**src/rtl/cell_locator_if.sv**
```systemverilog
// cell_locator_if: scan position from the timing generator, grid location back to the colour mux.
interface cell_locator_if;
   logic [10:0] hcount;
   logic [10:0] vcount;
   logic [2:0] cell_col;
   logic [2:0] cell_row;
   logic [6:0] off_x;
   logic [6:0] off_y;
   logic in_grid;
   logic in_cell;
   logic in_border;
   logic sync_err;
   modport master(output hcount, vcount, input cell_col, cell_row, off_x, off_y, in_grid, in_cell, in_border, sync_err);
   modport slave(input hcount, vcount, output cell_col, cell_row, off_x, off_y, in_grid, in_cell, in_border, sync_err);
endinterface

```
**src/rtl/cell_locator.sv**
```systemverilog
// cell_locator: maps the live VGA scan position to grid cell, in-cell offset and border flag.
// Define CELL_LOCATOR_BORDER_EN to build the in_border comparators; otherwise in_border is 0.
module cell_locator #(
   parameter int GRID_X0 = 100,
   parameter int GRID_Y0 = 50,
   parameter int CELL = 94,
   parameter int GAP = 6,
   parameter int N_COLS = 4,
   parameter int N_ROWS = 4,
   parameter int BORDER = 2
) (
   input logic pixel_clk,
   input logic reset,
   cell_locator_if.slave bus
);
   typedef enum logic [1:0] {H_IDLE, H_ACTIVE, H_DONE} h_state_t;
   typedef enum logic [1:0] {V_IDLE, V_ACTIVE, V_DONE} v_state_t;
   localparam logic [10:0] X0 = 11'(GRID_X0);
   localparam logic [10:0] Y0 = 11'(GRID_Y0);
   localparam logic [6:0] PITCH_LAST = 7'(CELL + GAP - 1);
   localparam logic [6:0] CELL_LAST = 7'(CELL - 1);
   localparam logic [6:0] CELL_W = 7'(CELL);
   localparam logic [2:0] COL_LAST = 3'(N_COLS - 1);
   localparam logic [2:0] ROW_LAST = 3'(N_ROWS - 1);
   h_state_t h_state, h_next;
   v_state_t v_state, v_next;
   logic [6:0] xoff, xoff_next, yoff, yoff_next;
   logic [2:0] col, col_next, row, row_next;
   logic [10:0] prev_h;
   logic h_origin, jump, grid_next, cell_next, border_next;
   assign h_origin = bus.hcount == X0;
   assign jump = h_state == H_ACTIVE && !h_origin && bus.hcount != prev_h + 11'd1;
   always_comb begin
      h_next = h_state;
      xoff_next = xoff;
      col_next = col;
      if (h_origin) begin
         h_next = H_ACTIVE;
         xoff_next = '0;
         col_next = '0;
      end else if (jump) begin
         h_next = H_IDLE;
      end else if (h_state == H_ACTIVE) begin
         h_next = (col == COL_LAST && xoff == CELL_LAST) ? H_DONE : H_ACTIVE;
         xoff_next = (xoff == PITCH_LAST) ? '0 : xoff + 7'd1;
         col_next = (xoff == PITCH_LAST) ? col + 3'd1 : col;
      end else if (h_state == H_DONE && bus.hcount == '0) begin
         h_next = H_IDLE;
      end
   end
   // Vertical tracking advances once per line, on the hcount==0 cycle.
   always_comb begin
      v_next = v_state;
      yoff_next = yoff;
      row_next = row;
      if (bus.hcount == '0) begin
         if (bus.vcount == Y0) begin
            v_next = V_ACTIVE;
            yoff_next = '0;
            row_next = '0;
         end else if (v_state == V_ACTIVE) begin
            v_next = (row == ROW_LAST && yoff == CELL_LAST) ? V_DONE : V_ACTIVE;
            yoff_next = (yoff == PITCH_LAST) ? '0 : yoff + 7'd1;
            row_next = (yoff == PITCH_LAST) ? row + 3'd1 : row;
         end else if (v_state == V_DONE && bus.vcount == '0) begin
            v_next = V_IDLE;
         end
      end
   end
   assign grid_next = h_next == H_ACTIVE && v_next == V_ACTIVE;
   assign cell_next = grid_next && xoff_next < CELL_W && yoff_next < CELL_W;
`ifdef CELL_LOCATOR_BORDER_EN
   localparam logic [6:0] B_LO = 7'(BORDER);
   localparam logic [6:0] B_HI = 7'(CELL - BORDER);
   assign border_next = cell_next && (xoff_next < B_LO || xoff_next >= B_HI || yoff_next < B_LO || yoff_next >= B_HI);
`else
   assign border_next = 1'b0;
`endif
   always_ff @(posedge pixel_clk) begin
      if (reset) begin
         h_state <= H_IDLE;
         v_state <= V_IDLE;
         xoff <= '0;
         yoff <= '0;
         col <= '0;
         row <= '0;
         prev_h <= '0;
         bus.cell_col <= '0;
         bus.cell_row <= '0;
         bus.off_x <= '0;
         bus.off_y <= '0;
         bus.in_grid <= 1'b0;
         bus.in_cell <= 1'b0;
         bus.in_border <= 1'b0;
         bus.sync_err <= 1'b0;
      end else begin
         h_state <= h_next;
         v_state <= v_next;
         xoff <= xoff_next;
         yoff <= yoff_next;
         col <= col_next;
         row <= row_next;
         prev_h <= bus.hcount;
         bus.cell_col <= grid_next ? col_next : '0;
         bus.cell_row <= grid_next ? row_next : '0;
         bus.off_x <= grid_next ? xoff_next : '0;
         bus.off_y <= grid_next ? yoff_next : '0;
         bus.in_grid <= grid_next;
         bus.in_cell <= cell_next;
         bus.in_border <= border_next;
         bus.sync_err <= bus.sync_err | jump;
      end
   end
endmodule
```
**src/flat_wrapper.sv**
```systemverilog
// flat-port wrapper written by rule: the top's interface ports become plain ports
module cell_locator_flat 
#(
   parameter int GRID_X0 = 100,
   parameter int GRID_Y0 = 50,
   parameter int CELL = 94,
   parameter int GAP = 6,
   parameter int N_COLS = 4,
   parameter int N_ROWS = 4,
   parameter int BORDER = 2
)
  (pixel_clk, reset, bus_hcount, bus_vcount, bus_cell_col, bus_cell_row, bus_off_x, bus_off_y, bus_in_grid, bus_in_cell, bus_in_border, bus_sync_err);
  cell_locator_if bus_i ();
  input logic pixel_clk;
  input logic reset;
  input wire logic [$bits(bus_i.hcount)-1:0] bus_hcount;
  input wire logic [$bits(bus_i.vcount)-1:0] bus_vcount;
  output wire logic [$bits(bus_i.cell_col)-1:0] bus_cell_col;
  output wire logic [$bits(bus_i.cell_row)-1:0] bus_cell_row;
  output wire logic [$bits(bus_i.off_x)-1:0] bus_off_x;
  output wire logic [$bits(bus_i.off_y)-1:0] bus_off_y;
  output wire logic [$bits(bus_i.in_grid)-1:0] bus_in_grid;
  output wire logic [$bits(bus_i.in_cell)-1:0] bus_in_cell;
  output wire logic [$bits(bus_i.in_border)-1:0] bus_in_border;
  output wire logic [$bits(bus_i.sync_err)-1:0] bus_sync_err;
  assign bus_i.hcount = bus_hcount;
  assign bus_i.vcount = bus_vcount;
  assign bus_cell_col = bus_i.cell_col;
  assign bus_cell_row = bus_i.cell_row;
  assign bus_off_x = bus_i.off_x;
  assign bus_off_y = bus_i.off_y;
  assign bus_in_grid = bus_i.in_grid;
  assign bus_in_cell = bus_i.in_cell;
  assign bus_in_border = bus_i.in_border;
  assign bus_sync_err = bus_i.sync_err;
  cell_locator #(.GRID_X0(GRID_X0), .GRID_Y0(GRID_Y0), .CELL(CELL), .GAP(GAP), .N_COLS(N_COLS), .N_ROWS(N_ROWS), .BORDER(BORDER)) u_core (.pixel_clk(pixel_clk), .reset(reset), .bus(bus_i));
endmodule
```
**config.mk**
```make
export PLATFORM = sky130hd
export DESIGN_NAME = cell_locator_flat
export DESIGN_NICKNAME = d
export VERILOG_FILES = /design/src/rtl/cell_locator_if.sv /design/src/rtl/cell_locator.sv /design/src/flat_wrapper.sv
export SDC_FILE = /design/constraint.sdc
export NUM_CORES = 1
export LEC_CHECK = 0
export ABC_AREA = 1
export BUFFER_PORTS_ARGS = -buffer_cell sky130_fd_sc_hd__buf_2
export CELL_PAD_IN_SITES_DETAIL_PLACEMENT = 1
export CELL_PAD_IN_SITES_GLOBAL_PLACEMENT = 1
export CORE_MARGIN = 5
export CORE_UTILIZATION = 25
export CTS_CLUSTER_SIZE = 12
export DETAILED_ROUTE_END_ITERATION = 8
export PLACE_DENSITY_LB_ADDON = 0.25
export RECOVER_POWER = 100
export SYNTH_ARGS = -nofsm -noshare
export SYNTH_HDL_FRONTEND = slang
export SYNTH_SLANG_ARGS = --single-unit
export TNS_END_PERCENT = 30
```
**constraint.sdc**
```tcl
create_clock -name pixel_clk -period 2.3 [get_ports pixel_clk]
set_input_delay 0.46 -clock pixel_clk [delete_from_list [all_inputs] [get_ports pixel_clk]]
set_output_delay 0.46 -clock pixel_clk [all_outputs]
set_load 0.05 [all_outputs]
```
# Word-level counts from Yosys, hierarchy flattened
# Index checks and enable logic that the tools add are counted.
# W data, S select, Z words.
# totals
ff_bits	58
in_bits	24
output_inout_bits	24
wordCells	77
# classes
addsub	5
order_cmp	2
n_eq_ne	15
muxes	26
bitwise	2
n_reduce_logical	13
# op_table
cell	n
$mux W7	8
$eq A7 B7 Y1 const B	4
$mux W3	8
$logic_not A11 Y1	2
$mux W2	10
$add A7 B1 Y7 const B	2
$lt A7 B7 Y1 const B	2
$add A11 B1 Y11 const B	1
$eq A11 B6 Y1 const B	1
$eq A11 B7 Y1 const B	1
$ne A11 B11 Y1	1
$logic_and A1 B1 Y1	9
$eq A2 B1 Y1 const B	4
$add A3 B1 Y3 const B	2
$eq A3 B2 Y1 const B	2
$eq A2 B2 Y1 const B	2
$reduce_or A2 Y1	1
$logic_not A1 Y1	1
$not A1 Y1	1
$or A1 B1 Y1	1

# Depth between registers and ports, before layout
# Gate-level depths: netlist of run 1.
# logic_depth
ltp_word	10
mapped_depth	17

# Least setup slack after synthesis of run 1
# No wires, ideal clock.
# synth_timing
kind	input-to-reg
from	input port bus_hcount[6]
to	register u_core.bus.off_x[0]
setup_time_ns	0.063
arrival_ns	1.750
setup_slack_ns	0.487
stages	12
cell_sequence	inv_1 > nand2_1 > nor3_2 > nand2_2 > inv_2 > nand2_1 > o21ai_0 > nand2_1 > a21oi_2 > nand2_4 > buf_6 > nor2_2
# synth_via
elab_chain_len	10
elab_cells_between_ends	19
# synth_lines
item	line_no	source
start: declaration	flat_wrapper.sv:16	input wire logic [$bits(bus_i.hcount)-1:0] bus_hcount;
$logic_not A11 Y1 / $eq A11 B7 Y1 (equally long branches)	cell_locator.sv:47, cell_locator.sv:56, cell_locator.sv:31	
$logic_and A1 B1 Y1 / $logic_not A1 Y1 (equally long branches)	cell_locator.sv:47, cell_locator.sv:32	
$mux W2 / $logic_and A1 B1 Y1 (equally long branches)	cell_locator.sv:47, cell_locator.sv:32	
$mux W2 / $logic_and A1 B1 Y1 (equally long branches)	cell_locator.sv:43, cell_locator.sv:32	
$mux W2	cell_locator.sv:41	end else if (jump) begin
$mux W2	cell_locator.sv:37	if (h_origin) begin
$eq A2 B1 Y1	cell_locator.sv:70	assign grid_next = h_next == H_ACTIVE && v_next == V_ACTIVE;
$logic_and A1 B1 Y1	cell_locator.sv:70	
$not A1 Y1 (no line)	-	
$reduce_or A2 Y1 (no line)	-	
end signal: assignment	cell_locator.sv:106	bus.off_x <= grid_next ? xoff_next : '0;
end: declaration	cell_locator_if.sv:14	modport slave(input hcount, vcount, output cell_col, cell_row, off_x, off_y, in_grid, in_cell, in_border, sync ...
# Several ways; a longest one is shown, not always the timed one.
# A chain may end at the register's enable or synchronous reset.

# Final worst setup path of run 1
# layout_timing
from	register u_core.prev_h[0]
to	register u_core.xoff[0]
# layout_via
elab_chain_len	5
# layout_lines
item	line_no	source
start: declaration	cell_locator.sv:29	logic [10:0] prev_h;
start signal: assignment	cell_locator.sv:103	prev_h <= bus.hcount;
$add A11 B1 Y11	cell_locator.sv:32	assign jump = h_state == H_ACTIVE && !h_origin && bus.hcount != prev_h + 11'd1;
$ne A11 B11 Y1	cell_locator.sv:32	
$logic_and A1 B1 Y1	cell_locator.sv:32	
$mux W7	cell_locator.sv:41	
$mux W7	cell_locator.sv:37	
end signal: assignment	cell_locator.sv:99	xoff <= xoff_next;
end: declaration	cell_locator.sv:27	logic [6:0] xoff, xoff_next, yoff, yoff_next;
# No other way between the ends.

==> results of run 1 <==
area by class of cell:
cell class                      instances  area, sq um
Fill cell                            1589         8560
Timing Repair Buffer                   65          348
Tap cell                              172          215
Clock inverter                          3         17.5
Clock buffer                           12          236
Sequential cell                        58         1170
Inverter                               65          250
Multi-Input combinational cell        320         1670
Yosys cell counts, drive strengths merged (2+ instances only):
| library cell | count | area share |
|---|---|---|
| xor2 | 7 | 0.020 |
| clkbuf | 5 | 0.014 |
| xnor2 | 2 | 0.0056 |
| clkinv | 2 | 0.0044 |
| ha | 9 | 0.036 |
| nor4 | 4 | 0.0080 |
| buf | 5 | 0.016 |
| nand3b | 5 | 0.012 |
| inv | 63 | 0.075 |
| nand3 | 37 | 0.068 |
| nand4 | 11 | 0.022 |
| o21bai | 4 | 0.0096 |
| nand2 | 106 | 0.14 |
| nor2 | 92 | 0.13 |
| a21oi | 6 | 0.011 |
| o21ai | 19 | 0.030 |
| dfxtp | 58 | 0.37 |
| nor3 | 15 | 0.027 |
layout by cell type (no fill, tap or decap), types with 2 or more instances in the layout:
cell type  instances
ha_1               8
dfxtp_1           55
inv_1             60
o21ai_0           17
a21oi_1            5
nand3_1           34
clkbuf_1          26
nand2_1           98
dfxtp_2            2
nor2_4             5
inv_2              3
nor3_1            14
nand4_1           11
clkinv_2           3
o21bai_1           4
nor2_1            72
nand3b_1           5
clkbuf_16          9
nor4_1             4
xnor2_1            2
buf_2             23
nand3_4            2
nand2_2            6
buf_4             18
o21ai_1            2
nor2_2            15
xor2_1             7
metrics by stage:
step | setup TNS [ns] | setup WS (ns) | area (sq um)
floorplan | 0 | 0.487 | 3140
global placement | 0 | 0.0266 | 3590
detailed placement | -0.147 | -0.0281 | 3590
CTS | 0 | 0.0225 | 3850
global route | -0.0398 | -0.0285 | 3910
finish | 0 | 0.161 | 3910
cells by family (layout without fill, tap and decap cells):
kind of cell | after synthesis | after routing
XOR/XNOR | 9 | 9
AO/OA/AOI/OAI | 29 | 29
AND/OR/NAND/NOR | 272 | 272
flip-flops | 58 | 58
adder cells (fa/ha/maj) | 9 | 9
other | 1 | 1
buffers and inverters | 75 | 145
power breakdown:
group,switching (mW),internal (mW)
Clock,0.434,0.717
Sequential,0.0108,1.02
Combinational,0.0829,0.0487
worst max-delay path, cell delays in order (launching register included):
cell and delay (ns):
dfxtp_4 0.36, ha_4 0.27, inv_2 0.02, nand2_1 0.04
nand2_1 0.05, nor2_2 0.08, nand2_1 0.06, nor2_1 0.08
nand2_1 0.10, nor2_4 0.13, nand3_4 0.14, nand3_4 0.16
buf_6 0.12, nand2_4 0.06, clkinv_4 0.07, nor2_2 0.03
nand3b_1 0.18, nor2_1 0.12
flip-flops by register name, indices dropped and copies added (netlist names):
| register | flops |
|---|---|
| u_core.bus.cell_col | 3 |
| u_core.bus.cell_row | 3 |
| u_core.bus.in_cell | 1 |
| u_core.bus.in_grid | 1 |
| u_core.bus.off_x | 7 |
| u_core.bus.off_y | 7 |
| u_core.bus.sync_err | 1 |
| u_core.col | 3 |
| u_core.h_state | 2 |
| u_core.prev_h | 11 |
| u_core.row | 3 |
| u_core.v_state | 2 |
| u_core.xoff | 7 |
| u_core.yoff | 7 |
per-layer routing:
metal,share of wire,up-vias
met3,0.032,10
met1,0.47,1365
met5,0,-
met2,0.48,35
met4,0.017,0
li1,-,1549
path summary, 6_finish.rpt:
| path | from | slack [ns] | depth (start not counted) | end |
|---|---|---|---|---|
| worst max-delay path | u_core.prev_h[0]$_SDFF_PP0_ | 0.16 | 17 | u_core.xoff[0]$_SDFF_PP0_ |
| worst min-delay path | bus_hcount[0] | 0.40 | 3 | u_core.prev_h[0]$_SDFF_PP0_ |
| worst max register to register | u_core.prev_h[0]$_SDFF_PP0_ | 0.16 | 17 | u_core.xoff[0]$_SDFF_PP0_ |
| worst min register to register | u_core.bus.sync_err$_SDFF_PP0_ | 0.48 | 2 | u_core.bus.sync_err$_SDFF_PP0_ |
what timing repair did:
action	in CTS	in global routing
setup buffers	0	6
resized for setup	0	14
endpoints found under the setup margin	0	28
==> flow_metrics.tcl, run 1 <==
set metrics [dict create \
    post-dp-hpwl_microns 6710 \
    avgSynthCellArea_sq_um 6.94 \
    cts_num_sinks 58 \
    ys_warn_count 0 \
    path_class "flop to flop" \
    ys.flop_type "dfxtp_1" \
    antenna_found_initial 0 \
    cts_tree "built" \
    grt_overflow 0 \
    cp.required_ns 2.55 \
    synth_xor_area_frac 0.0251 \
    area_delta_synth_final_pct 24.3 \
    drt_iter0_markers 97 \
    vias 2959 \
    critPathMaxFanout 6 \
    hold_buffers 0 \
    core-area_sq_mm 0.0125 \
    wl_per_cell_microns 12.4 \
    max_freq_ghz 0.468 \
    grt_start_max_net_pins 36 \
    fin_crit_sh 0.930 \
    power_per_cell_area_mw_per_mm2 592 \
    peakVddDrop_v 0.000317 \
    finalHoldViolCount 0 \
    stdcell_count 695 \
    p_total_mw 2.31 \
    use_met1 0.155 \
    final_nets 552 \
    p_leak_nw 1.66 \
    cap_violations 0 \
    setup_violations 0 \
    diodes 0 \
    cts-htree-levels 3 \
    synth_sequential_area_ratio 0.370 \
    dp_cells 674 \
    drc 0 \
    hold_slack_ns 0.398 \
    grt_use_total 0.125 \
    ys_seq_elements 58 \
    grt_busiest_layer "met2" \
    synth_top_family_by_area "simple AND/OR/NAND/NOR gates" \
    drive_above_1_share 0.184 \
    crit_path_end_kind "flop" \
    postSynthCellCount 453 \
    finalCoreUtilization 0.313 \
    port_buffers 46 \
    wirelength_microns 8620 \
    vias_per_cell 4.26 \
    layout_min_cycle_time_ns 2.14 \
    die_y_microns 122 \
    globalplace.congestion 0.818 \
    first_global_vias 3125 \
    cp_data_arrival_time_ns 2.39 \
    worst_slew_pin_slew_ns 0.609 \
    clkLatencyLatePin_ns 0.32 \
    die_x_microns 122 \
    first_pass_iters 4 \
    grtUsageMet2 0.211 \
    grt_pass1_wl_microns 14700 \
    start_kind "flop" \
    worstHoldPathType "input pin to flop" \
    numCtsBuffers 9 \
    cts-root-buf "clkbuf_16" \
    num_rows 41 \
    grt_util_met3 0.0218 \
    synth.area.mux_share 0 \
    async_reset_ff_frac 0 \
    clockBufferDepth 2 \
    netlist_area_sq_mm 0.00314 \
    synth-edff-count 0 \
    start_util 0.252 \
    ant_nets 0 \
    drv_slew 0 \
    synth_simple_gate_area_frac 0.409 \
    status "finished clean" \
    syn_nets 486 \
    clk_pin_slew_ns 0.05 \
    yosys.area_share.adder 0.0358 \
    maxSlewHeadroom 0.596 \
    pin_count 48 \
    synth_cell_types 35 \
    rsz0062_at_grt "true" \
    die_area_sq_mm 0.0149 \
    synth-compound-area-share 0.0506 \
    clock_skew_ns 0.00672 \
]
Power figures use the tool's default switching activity.
==> run 2, diff against run 1 <==
--- a/config.mk
+++ b/config.mk
@@ -11,6 +11,7 @@
 export CELL_PAD_IN_SITES_GLOBAL_PLACEMENT = 1
 export CORE_MARGIN = 5
 export CORE_UTILIZATION = 25
+export CTS_BUF_LIST = sky130_fd_sc_hd__clkbuf_8 sky130_fd_sc_hd__clkbuf_16
 export CTS_CLUSTER_SIZE = 12
 export DETAILED_ROUTE_END_ITERATION = 8
 export PLACE_DENSITY_LB_ADDON = 0.25
==> run 2 against run 1 <==
Against the previous run: first-iteration DRC count unchanged; die area unchanged; critical path depth unchanged; clock power about the same; global-route usage unchanged; setup slack better by 0.0050 ns; non-clock buffer count unchanged; cell area unchanged; sequential share of layout area unchanged.
==> flow_metrics.tcl, run 2 (synthesized netlist as in run 1, its figures left out) <==
set metrics [dict create \
    status "finished clean" \
    final_area_sq_mm 0.00391 \
    max_freq_ghz 0.469 \
    die_y_microns 122 \
    clock_skew_ns 0.00718 \
    post-dp-hpwl_microns 6710 \
    mostFrequentLayoutCells "98 x nand2_1, 72 x nor2_1, 63 x inv_1" \
    drv_slew 0 \
    r2r-start "u_core.prev_h[0]$_SDFF_PP0_" \
    port_buffers 46 \
    path_class "flop to flop" \
    dp_cells 674 \
    cap_violations 0 \
    crit_path_end_kind "flop" \
    hold_slack_ns 0.398 \
    holdCritStartpoint "bus_hcount[0]" \
    clkLatencyLatePin_ns 0.32 \
    path_common_cell "nand2_1" \
    core-area_sq_mm 0.0125 \
    setup_violations 0 \
    cp_top_family "simple AND/OR/NAND/NOR gates" \
    diodes 0 \
    antenna_found_initial 0 \
    cts-root-buf "clkbuf_16" \
    first_global_vias 3125 \
    cp.required_ns 2.55 \
    cts_num_sinks 58 \
    start_util 0.252 \
    power_per_cell_area_mw_per_mm2 588 \
    crit_path_max_incr_delay_ns 0.36 \
    cts_tree "built" \
    cp_cell_sequence "ha_4 > inv_2 > nand2_1 > nand2_1 > nor2_2 > nand2_1 > nor2_1 > nand2_1 > nor2_4 > nand3_4 > nand3_4 > buf_6 > nand2_4 > clkinv_4 > nor2_2 > nand3b_1 > nor2_1" \
    drive_above_1_share 0.184 \
    vias 2956 \
    placed_area_sq_mm 0.00359 \
    grt_start_max_net_pins 36 \
    first_pass_iters 4 \
    cts-htree-levels 3 \
    p_leak_nw 1.67 \
    cp_data_arrival_time_ns 2.39 \
    maxSlewHeadroom 0.596 \
    critPathMaxFanout 6 \
    grt_use_total 0.125 \
    slowest_stage "dfxtp_4" \
    finalHoldViolCount 0 \
    fin_crit_sh 0.928 \
    wl_per_cell_microns 12.4 \
    worstSetupStartpoint "u_core.prev_h[0]$_SDFF_PP0_" \
    clk_pin_slew_ns 0.05 \
    worst_slew_pin_slew_ns 0.609 \
    final_common_cell "nand2_1" \
    start_kind "flop" \
    clockBufferDepth 2 \
    final_nets 552 \
    die_x_microns 122 \
    globalplace.congestion 0.818 \
    peakVddDrop_v 0.000316 \
    layout_min_cycle_time_ns 2.13 \
    numCtsBuffers 9 \
    ant_nets 0 \
    die_area_sq_mm 0.0149 \
    grt_pass1_wl_microns 14700 \
    area_delta_synth_final_pct 24.3 \
    worstHoldPathType "input pin to flop" \
    largest_reg_flops 11 \
    drt_iter0_markers 97 \
    wirelength_microns 8610 \
    stdcell_count 695 \
    path_buf_inv 3 \
    num_rows 41 \
    hold_buffers 0 \
    grt_overflow 0 \
    vias_per_cell 4.25 \
    pin_count 48 \
    rsz0062_at_grt "true" \
    top_register "u_core.prev_h" \
    drc 0 \
]
## run 2: cell types whose count changed in the layout (fill, tap and decap cells not counted), sizes merged
cell,delta
inv,+3
clkbuf,-3
## run 2: metrics by stage
step,TNS [ns],setup WS (ns),power (mW),utilization
floorplan,0,0.487,1.13,-
global placement,0,0.0266,1.18,0.288
detailed placement,-0.147,-0.0281,1.18,0.288
CTS,0,0.0225,2.34,0.309
global route,-0.0394,-0.0283,2.40,0.313
finish,0,0.166,2.30,0.313
## run 2: worst paths after layout
path,to,slack [ns],depth (start not counted)
worst min-delay path,u_core.prev_h[0]$_SDFF_PP0_,0.40,3
worst max register to register,u_core.xoff[0]$_SDFF_PP0_,0.17,17
worst min register to register,u_core.bus.sync_err$_SDFF_PP0_,0.48,2
worst max-delay path,u_core.xoff[0]$_SDFF_PP0_,0.17,17
## run 2: power by group
group / switching (mW) / total (mW) / internal [mW]
clock: 0.435 / 1.14 / 0.703
combinational: 0.0829 / 0.132 / 0.0487
sequential: 0.0108 / 1.03 / 1.02
## run 2: repair_timing
| item | CTS | global route |
|---|---|---|
| hold endpoints to repair | 0 | 0 |
| resized for setup | 0 | 14 |
| setup buffers | 0 | 6 |
| setup endpoints to repair | 0 | 28 |
## run 2: worst register-to-register path: stages, from the launching register on
cell,delay [ns]
dfxtp_4,0.36
ha_4,0.27
inv_2,0.03
nand2_1,0.04
nand2_1,0.05
nor2_2,0.08
nand2_1,0.06
nor2_1,0.08
nand2_1,0.10
nor2_4,0.13
nand3_4,0.14
nand3_4,0.17
buf_6,0.12
nand2_4,0.06
clkinv_4,0.07
nor2_2,0.03
nand3b_1,0.18
nor2_1,0.11
## run 2: layout make-up
type | count | area (sq um)
Clock buffer | 9 | 225
Clock inverter | 6 | 28.8
Fill cell | 1589 | 8560
Inverter | 65 | 250
Multi-Input combinational cell | 320 | 1670
Tap cell | 172 | 215
Sequential cell | 58 | 1170
Timing Repair Buffer | 65 | 348
## run 2: routing by layer
metal	global-route usage	vias to the layer above	routed length, microns
met5	0	-	0
met4	0.0546	0	154
met3	0.0218	11	272
met2	0.211	36	4100
met1	0.155	1361	4080
li1	-	1548	-
